<file path="src/rtl/gic_pkg.sv">
// Shared definitions for the GIC-side Wishbone arbiter: FSM encodings,
// watchdog sizing and GIC line codes.
package gic_pkg;

  typedef enum logic [1:0] {
    ST_IDLE    = 2'd0,
    ST_BUS     = 2'd1,
    ST_RELEASE = 2'd2
  } gic_state_e;

  localparam int GIC_TIMEOUT_DEFAULT = 1024;
  localparam int GIC_WD_WIDTH        = 16;

  // Encodings driven on the GIC initiate lines.
  localparam logic [1:0] GIC_LINE_IDLE  = 2'b00;
  localparam logic [1:0] GIC_INIT_READ  = 2'b01;
  localparam logic [1:0] GIC_INIT_WRITE = 2'b10;
  localparam logic [1:0] GIC_INIT_ABORT = 2'b11;

endpackage

</file>
<file path="src/rtl/gic_rr_pick.sv">
// Combinational round-robin picker: the search starts one past the last
// granted index and wraps, returning a one-hot grant plus its index.
module gic_rr_pick #(
  parameter  int n  = 3,
  localparam int iw = $clog2(n)
) (
  input  logic [n-1:0]  req,
  input  logic [iw-1:0] last,
  output logic [n-1:0]  grant,
  output logic [iw-1:0] idx,
  output logic          valid
);

  always_comb begin
    int cand;
    // NOTE: combinational blocks use blocking '=' and give every output a
    // default first, so no path can leave a value held (no latch).
    grant = '0;
    idx   = '0;
    valid = 1'b0;
    cand  = 0;
    for (int off = 1; off <= n; off++) begin
      cand = (int'(last) + off) % n;
      if (!valid && req[cand]) begin
        valid       = 1'b1;
        grant[cand] = 1'b1;
        idx         = iw'(cand);
      end
    end
  end

endmodule

</file>
<file path="src/rtl/gic_arbiter.sv">
// Round-robin arbiter of several Wishbone masters onto the single GIC
// master slave port, with a per-transfer watchdog that aborts hung strobes.
module gic_arbiter
  import gic_pkg::*;
#(
  parameter int nmasters = 3,
  parameter int timeout  = GIC_TIMEOUT_DEFAULT
) (
  input  logic                   wb_clk_i,
  input  logic                   wb_rst_i,
  input  logic [nmasters*32-1:0] m_adr_i,
  input  logic [nmasters*32-1:0] m_dat_i,
  input  logic [nmasters*4-1:0]  m_sel_i,
  input  logic [nmasters-1:0]    m_we_i,
  input  logic [nmasters-1:0]    m_cyc_i,
  input  logic [nmasters-1:0]    m_stb_i,
  output logic [nmasters-1:0]    m_ack_o,
  output logic [nmasters-1:0]    m_err_o,
  output logic [nmasters-1:0]    m_rty_o,
  output logic [31:0]            m_dat_o,
  output logic [31:0]            s_adr_o,
  output logic [31:0]            s_dat_o,
  output logic [3:0]             s_sel_o,
  output logic                   s_we_o,
  output logic                   s_cyc_o,
  output logic                   s_stb_o,
  input  logic                   s_ack_i,
  input  logic                   s_err_i,
  input  logic                   s_rty_i,
  input  logic [31:0]            s_dat_i,
  output logic [nmasters-1:0]    grant_o,
  output logic                   timeout_o
);

  localparam int iw = $clog2(nmasters);

  gic_state_e              state, state_next;
  logic [nmasters-1:0]     grant_q;
  logic [iw-1:0]           last_q;
  logic [GIC_WD_WIDTH-1:0] wd_q;

  logic [nmasters-1:0] pick_grant;
  logic [iw-1:0]       pick_idx;
  logic                pick_valid;

  logic in_bus, owner_cyc, owner_stb, term, abort;

  gic_rr_pick #(.n(nmasters)) u_pick (
    .req   (m_cyc_i),
    .last  (last_q),
    .grant (pick_grant),
    .idx   (pick_idx),
    .valid (pick_valid)
  );

  assign in_bus    = (state == ST_BUS);
  assign owner_cyc = |(grant_q & m_cyc_i);
  assign owner_stb = |(grant_q & m_stb_i);
  assign term      = s_ack_i | s_err_i | s_rty_i;
  // A slave termination in the watchdog's last cycle wins over the abort.
  assign abort     = in_bus && owner_stb && !term &&
                     (wd_q == GIC_WD_WIDTH'(timeout - 1));

  always_comb begin
    s_adr_o = '0;
    s_dat_o = '0;
    s_sel_o = '0;
    s_we_o  = 1'b0;
    for (int k = 0; k < nmasters; k++) begin
      if (grant_q[k]) begin
        s_adr_o = m_adr_i[32*k +: 32];
        s_dat_o = m_dat_i[32*k +: 32];
        s_sel_o = m_sel_i[4*k +: 4];
        s_we_o  = m_we_i[k];
      end
    end
  end

  assign s_cyc_o   = in_bus && owner_cyc && !abort;
  assign s_stb_o   = in_bus && owner_stb && !abort;
  assign m_ack_o   = in_bus ? (grant_q & {nmasters{s_ack_i}}) : '0;
  assign m_err_o   = in_bus ? (grant_q & {nmasters{s_err_i | abort}}) : '0;
  assign m_rty_o   = in_bus ? (grant_q & {nmasters{s_rty_i}}) : '0;
  assign m_dat_o   = s_dat_i;
  assign grant_o   = grant_q;
  assign timeout_o = abort;

  always_comb begin
    state_next = state;
    case (state)
      ST_IDLE:    if (pick_valid) state_next = ST_BUS;
      ST_BUS:     if (abort || !owner_cyc) state_next = ST_RELEASE;
      ST_RELEASE: state_next = ST_IDLE;
      default:    state_next = ST_IDLE;
    endcase
  end

  // NOTE: sequential state uses non-blocking '<=' so every register samples
  // pre-edge values; reset is asynchronous, so comb outputs gated by state
  // drop the moment wb_rst_i rises.
  always_ff @(posedge wb_clk_i or posedge wb_rst_i) begin
    if (wb_rst_i) begin
      state   <= ST_IDLE;
      grant_q <= '0;
      last_q  <= iw'(nmasters - 1);
      wd_q    <= '0;
    end else begin
      state <= state_next;
      case (state)
        ST_IDLE: begin
          if (pick_valid) begin
            grant_q <= pick_grant;
            last_q  <= pick_idx;
            wd_q    <= '0;
          end
        end
        ST_BUS: begin
          if (state_next != ST_BUS) grant_q <= '0;
          if (term)           wd_q <= '0;
          else if (owner_stb) wd_q <= wd_q + 1'b1;
        end
        default: grant_q <= '0;
      endcase
    end
  end

endmodule

</file>
<file path="config.mk">
export PLATFORM = sky130hd
export DESIGN_NAME = gic_arbiter
export DESIGN_NICKNAME = d
export VERILOG_FILES = /design/src/rtl/gic_pkg.sv /design/src/rtl/gic_rr_pick.sv /design/src/rtl/gic_arbiter.sv
export SDC_FILE = /design/constraint.sdc
export NUM_CORES = 1
export LEC_CHECK = 0
export ABC_AREA = 0
export BUFFER_PORTS_ARGS = -buffer_cell sky130_fd_sc_hd__buf_2
export CAP_MARGIN = 20
export CORE_AREA = 4 4 142 144
export DETAILED_ROUTE_END_ITERATION = 10
export DIE_AREA = 0 0 146 148
export PLACE_DENSITY_LB_ADDON = 0.15
export SYNTH_ARGS = -nofsm -noshare
export SYNTH_HDL_FRONTEND = slang
export SYNTH_HIERARCHICAL = 1
export SYNTH_SLANG_ARGS = --single-unit
</file>
<file path="constraint.sdc">
create_clock -name wb_clk_i -period 3.4 [get_ports wb_clk_i]
set_clock_uncertainty 0.1 [all_clocks]
set_input_delay 1.02 -clock wb_clk_i [delete_from_list [all_inputs] [get_ports wb_clk_i]]
set_output_delay 1.02 -clock wb_clk_i [all_outputs]
set_load 0.01 [all_outputs]
</file>
==> results.toml, run 1 <==
[power_and_ir_drop]
p_clk_share_pct = 7.9
p_seq_share_pct = 12.2
power.leakage_uw = 0.00246
p_switching_uw = 1790
totalPowerFinal_uw = 3320
power_density_nw_per_um2 = 675
ir_drop_mv = 0.215
power_switching_share_pct = 54.0
internal-power_uw = 1520
combPwrFrac_pct = 79.9

[job]
maxCapViolations = 0

[placed_design]
gp_congestion = 0.817
hpwl_mm = 14.3
dp.cells = 958
port_buffers = 301

[drt]
wl_mm = 17.1
ant_nets = 0
drtPass1Iterations = 5
via_count = 4474
drt-vias-per-instance = 4.65
avgRoutedWirePerCell_um = 17.8
drc = 0
drtIter0Drc = 237

[layout]
nets = 984
syn2layout_area_growth_pct = 55.2
drive_gt1_share_pct = 48.2
fin_cells = 962
diodes = 0

[setup_path]
cp_slowest_cell = "a222oi_1"
cp_slowest_stage_delay_ns = 0.37
cp_data_required_time_ns = 2.28
cp_top_family = "buffers and inverters"
endpoint_kind = "primary output"
path_class = "primary input to primary output"
cp_max_fo = 3
start_kind = "primary input"
cp.depth = 7
worst-path-buf-inv = 4
worstPathArrival_ns = 2.19
worstRegToRegCells = 9
crit_chain = "buf_2 > a222oi_1 > buf_4 > nor4_4 > buf_4 > o211a_1 > buf_2"

[global_route]
grt_overflow = 0
antenna_found_initial = 2
grt_pass1_wl_mm = 24.9
grt_max_degree = 47
grt_pass1_vias = 4273
globalRouteTotalUtil_pct = 14.2

[outcome]
status = "finished, final reports clean"

[hold_path]
holdCritPathClass = "flop to flop"
hold-path-cell-count = 2

[synthesis]
ys_async_sr_fraction_pct = 100
synth_top_area_share_pct = 17.4
yosysWarnings = 6
ys_ff_latch = 23
synth_nets = 716
synth_edf_count = 0
yosysSeqAreaShare_pct = 18.2
synth_ff_type = "dfrtp_1"
netlist_area_um2 = 3170
netlist_top_cells_area = "dfrtp_1 (17%), a22oi_1 (16%), o21ai_0 (12%)"
synth_top_cell_by_area = "dfrtp_1"
synth_cells = 461
synth_cell_type_count = 53
synth.avg_cell_area_um2 = 6.87

[die]
start_util_pct = 16.9
core-area_um2 = 18700
die_x_um = 146
die_h_um = 148
io-pin-count = 366
rows = 50
dieArea_um2 = 21600

[sta]
timing.final.crit_share_pct = 97.2
drv_slew = 0
slew_headroom_pct = 51.6
tightest_slew_ns = 0.725
report.final.setup_viol = 0
finalHoldViolations = 0
period_minus_slack_ns = 3.31
fmax_ghz = 0.302

[clock_tree]
ctsResizeCount = 0
cts_made_buffers = 3
clockBufferDepth = 2
cts_root_buf = "clkbuf_16"
path_clk_slew_ns = 0.07
post_cts_buffers = 0
htreeDepth = 1
cts_hold_buffers = 0
cts.sinks = 23
clk_latency_ns = 0.26
cts_tree = "built"
## kinds of logic (layout without fill, tap and decap cells)
group | after synthesis | in the layout | synth area share, %
AO/OA/AOI/OAI | 193 | 193 | 39.4
XOR/XNOR | 2 | 2 | 0.553
adder cells (fa/ha/maj) | 5 | 5 | 1.98
buffers and inverters | 78 | 345 | 13.7
flip-flops | 23 | 23 | 18.2
multiplexers | 8 | 8 | 2.69
AND/OR/NAND/NOR | 152 | 152 | 23.4
## power groups by stage
stage          clock, uW  combinational (uW)  sequential, uW
2_1_floorplan          0                1580             366
3_3_place_gp           0                2710             415
3_5_place_dp           0                2690             415
4_1_cts              264                2710             410
5_1_grt              277                2940             417
6_report             261                2650             404
## per-layer routing
layer  routed length, um  vias to the layer above  global-route usage [%]
met1                7430                     2054                    18.7
li1                    -                     2209                       -
met4                  84                        4                    1.51
met3                1330                       10                    4.14
met5                  27                        -                       0
met2                8210                      197                    24.1
## cell usage in the layout (no fill, tap or decap), drive strengths merged, types with 4 or more instances in the layout
master	Yosys	layout
a21oi	15	15
a22oi	67	67
and3	12	12
buf	39	330
dfrtp	22	22
ha	5	5
inv	11	11
mux2	4	4
mux2i	4	4
nand2	88	88
nand2b	10	10
nor2	9	9
nor3	4	4
o211ai	4	4
o21ai	74	74
o21bai	4	4
o31ai	5	5
or3	4	4
or4	6	6
## metrics by stage
stage               util [%]  area, um^2  worst slack, ns  TNS, ns  hold slack (ns)
finish                  26.3        4910           0.0938        0            0.457
global route            26.3        4910          -0.0499   -0.133            0.488
CTS                     26.2        4910           0.0468        0            0.457
detailed placement      25.8        4830           0.0504        0            0.452
global placement        25.8        4830           0.0580        0            0.444
floorplan                  -        3170            0.209        0            0.408
## sequential cells by signal (all words and copies together) (netlist names)
signal and cells:
wd_q 16, grant_o 3, last_q 2, state 2
## layout make-up
class / count / area, um^2
clock buffers: 3 / 75.1
well taps: 234 / 293
fillers: 2183 / 13800
multi-input cells: 360 / 2170
flip-flops and latches: 23 / 582
repair buffers: 330 / 1750
clock inverters: 1 / 5.00
inverters: 11 / 41.3
## final timing paths
path | start | endpoint | slack [ns]
min | wd_q[15] | wd_q[15] | 0.46
max in group asynchronous | wb_rst_i | wd_q[7] | 1.98
max reg2reg | last_q[1] | wd_q[15] | 0.45
min reg2reg | wd_q[15] | wd_q[15] | 0.46
max | m_stb_i[0] | m_err_o[0] | 0.09
min in group asynchronous | wb_rst_i | wd_q[10] | 0.67
## Yosys cell counts (4+ instances only)
cell,number
nand2b_1,10
nand2_1,88
a22oi_1,67
dfrtp_1,22
o21ai_0,74
nor2_1,9
mux2_2,4
o211ai_1,4
clkbuf_1,28
and3_1,9
ha_1,5
a21oi_1,15
or4_1,6
buf_4,33
inv_1,11
mux2i_1,4
nor3_1,4
o31ai_1,5
o21bai_1,4
## worst reg2reg max path, cell delays in order, from the launching register on
cell      delay [ns]
dfstp_2         0.56
ha_1            0.33
nand2b_1        0.21
a21bo_1         0.19
nand3_1         0.12
nand2b_1        0.19
o21bai_1        0.15
a21o_1          0.30
or4_1           0.57
mux2i_1         0.13
No activity file was read; power rests on OpenSTA's default activity.
==> run 2: changes to the inputs <==
--- a/config.mk
+++ b/config.mk
@@ -10,5 +10,5 @@
 export CAP_MARGIN = 20
-export CORE_AREA = 4 4 142 144
+export CORE_AREA = 4 4 141 143
 export DETAILED_ROUTE_END_ITERATION = 10
-export DIE_AREA = 0 0 146 148
+export DIE_AREA = 0 0 145 147
 export PLACE_DENSITY_LB_ADDON = 0.15
==> constraint.sdc (replaced) <==
create_clock -name wb_clk_i -period 3.4 [get_ports wb_clk_i]
set_clock_uncertainty 0.1 [all_clocks]
set_input_delay 0.68 -clock wb_clk_i [delete_from_list [all_inputs] [get_ports wb_clk_i]]
set_output_delay 0.68 -clock wb_clk_i [all_outputs]
set_load 0.01 [all_outputs]
==> run 2 against run 1 <==
  * Fmax is 8.5% higher
  * Cell count is 1.2% lower
  * Non-clock buffer count decreased by 13
  * Combinational power decreased by 2%
  * Utilization is 0.43 points lower
  * Routed wire length hardly changed
  * Count of clock-buffer cells in the layout stayed put
  * Hold slack got worse by 0.044 ns
  * Flip-flop and latch count is the same
  * Largest cell class unchanged
  * Highest routed layer is now met4
==> results.toml, run 2 (synthesized netlist as in run 1, its figures left out) <==
[sta]
fin_setup_tns_ns = 0
fmax_ghz = 0.328
finalHoldViolations = 0
timing.final.crit_share_pct = 89.6
period_minus_slack_ns = 3.05
slew_headroom_pct = 53.2
drv_slew = 0
tightest_slew_ns = 0.702
report.final.setup_viol = 0
rsz0062_at_grt = "no"

[clock_tree]
post_cts_buffers = 0
cts_tree = "built"
clk_latency_ns = 0.26
ctsResizeCount = 0
htreeDepth = 1
cts_made_buffers = 3
path_clk_slew_ns = 0.07
cts.sinks = 23
cts_root_buf = "clkbuf_16"
clockBufferDepth = 2
cts_hold_buffers = 0

[layout]
nets = 971
syn2layout_area_growth_pct = 51.7
regMostFlops = "wd_q"
nFillCells = 2136
layout_common_cells = "buf_2 (301), nand2_1 (88), o21ai_0 (74)"
drive_gt1_share_pct = 47.1
largest_reg_flops = 16
final_common_cell = "buf_2"

[power_and_ir_drop]
power_density_nw_per_um2 = 683
p_seq_share_pct = 12.7
totalPowerFinal_uw = 3280
power.leakage_uw = 0.00240
p_clk_share_pct = 8.1
ir_drop_mv = 0.294
power_switching_share_pct = 55.0
p_switching_uw = 1800
combPwrFrac_pct = 79.3
internal-power_uw = 1480

[setup_path]
cp_max_fo = 8
cp_top_family = "simple AND/OR/NAND/NOR gates"
cp_slowest_cell = "or3_1"
start_kind = "flop"
worstRegToRegCells = 9
cp.depth = 6
crit_chain = "ha_1 > nand3_1 > or3_1 > nor4_4 > o211a_1 > buf_2"
r2r_start = "last_q[1]"
cp_slowest_stage_delay_ns = 0.49
endpoint_kind = "primary output"
r2r_setup_slack_ns = 0.43
reg2reg_to = "wd_q[15]"
cp_data_required_time_ns = 2.62
worstPathArrival_ns = 2.27
path_class = "flop to primary output"
worst-path-buf-inv = 1

[die]
io-pin-count = 366
core-area_um2 = 18600
dieArea_um2 = 21300
die_x_um = 145
die_h_um = 147
rows = 50
start_util_pct = 17.0

[outcome]
status = "finished, final reports clean"

[global_route]
grt_overflow = 0
globalRouteTotalUtil_pct = 14.6
grt_pass1_vias = 4342
grt_pass1_wl_mm = 25.5
antenna_found_initial = 1
grt_max_degree = 60

[drt]
wl_mm = 17.1
drc = 0
drtPass1Iterations = 4
drtIter0Drc = 293
drt-vias-per-instance = 4.55
avgRoutedWirePerCell_um = 18.0
via_count = 4322
ant_nets = 0

[placed_design]
hpwl_mm = 14.2
port_buffers = 301
gp_congestion = 0.819

[hold_path]
holdCritPathClass = "primary input to async pin"

[job]
maxCapViolations = 0
-- run 2: changes by cell type in the layout (fill, tap and decap cells not counted) --
| cell | before | now |
|---|---|---|
| diode_2 | 0 | 1 |
| buf_12 | 2 | 1 |
| buf_4 | 27 | 15 |
| nor3_2 | 1 | 0 |
| nor3_1 | 3 | 4 |
-- run 2: stage by stage --
step                area [um^2]  setup slack (ns)  utilization [%]  hold slack, ns  instances
floorplan                  3170             0.701                -           0.408        461
global placement           4720             0.439             25.4           0.444        945
detailed placement         4720             0.445             25.4           0.452        945
CTS                        4800             0.319             25.8           0.439        949
global route               4800             0.171             25.8           0.473        950
finish                     4800             0.354             25.8           0.414        950
-- run 2: worst max path at each step --
stage	start	end	slack, ns
global route	wd_q[0]	s_stb_o	0.17
CTS	wd_q[0]	s_stb_o	0.32
finish	wd_q[0]	m_err_o[2]	0.35
detailed placement	m_stb_i[0]	s_stb_o	0.45
floorplan	last_q[1]	wd_q[11]	0.70
global placement	m_stb_i[0]	s_stb_o	0.44
-- run 2: routing by layer --
metal | wire length (um) | track usage (%)
met1 | 7590 | 19.2
met4 | 104 | 2.00
met2 | 8380 | 25.4
met5 | 0 | 0
met3 | 1010 | 3.05
-- run 2: power by group through the flow --
stage / sequential, uW / combinational [uW] / clock (uW)
global placement: 426 / 2660 / 0
CTS: 420 / 2650 / 268
global route: 432 / 2870 / 279
finish: 415 / 2600 / 265
floorplan: 366 / 1580 / 0
detailed placement: 426 / 2640 / 0
-- run 2: final cells by class --
type | count | area (um^2) | share of cell area (%)
multi-input combinational | 360 | 2160 | 45.1
timing repair buffer | 317 | 1640 | 34.1
sequential | 23 | 582 | 12.1
tap | 234 | 293 | 6.10
clock buffer | 3 | 75.1 | 1.56
inverter | 11 | 41.3 | 0.860
clock inverter | 1 | 5.00 | 0.104
antenna | 1 | 2.50 | 0.0521
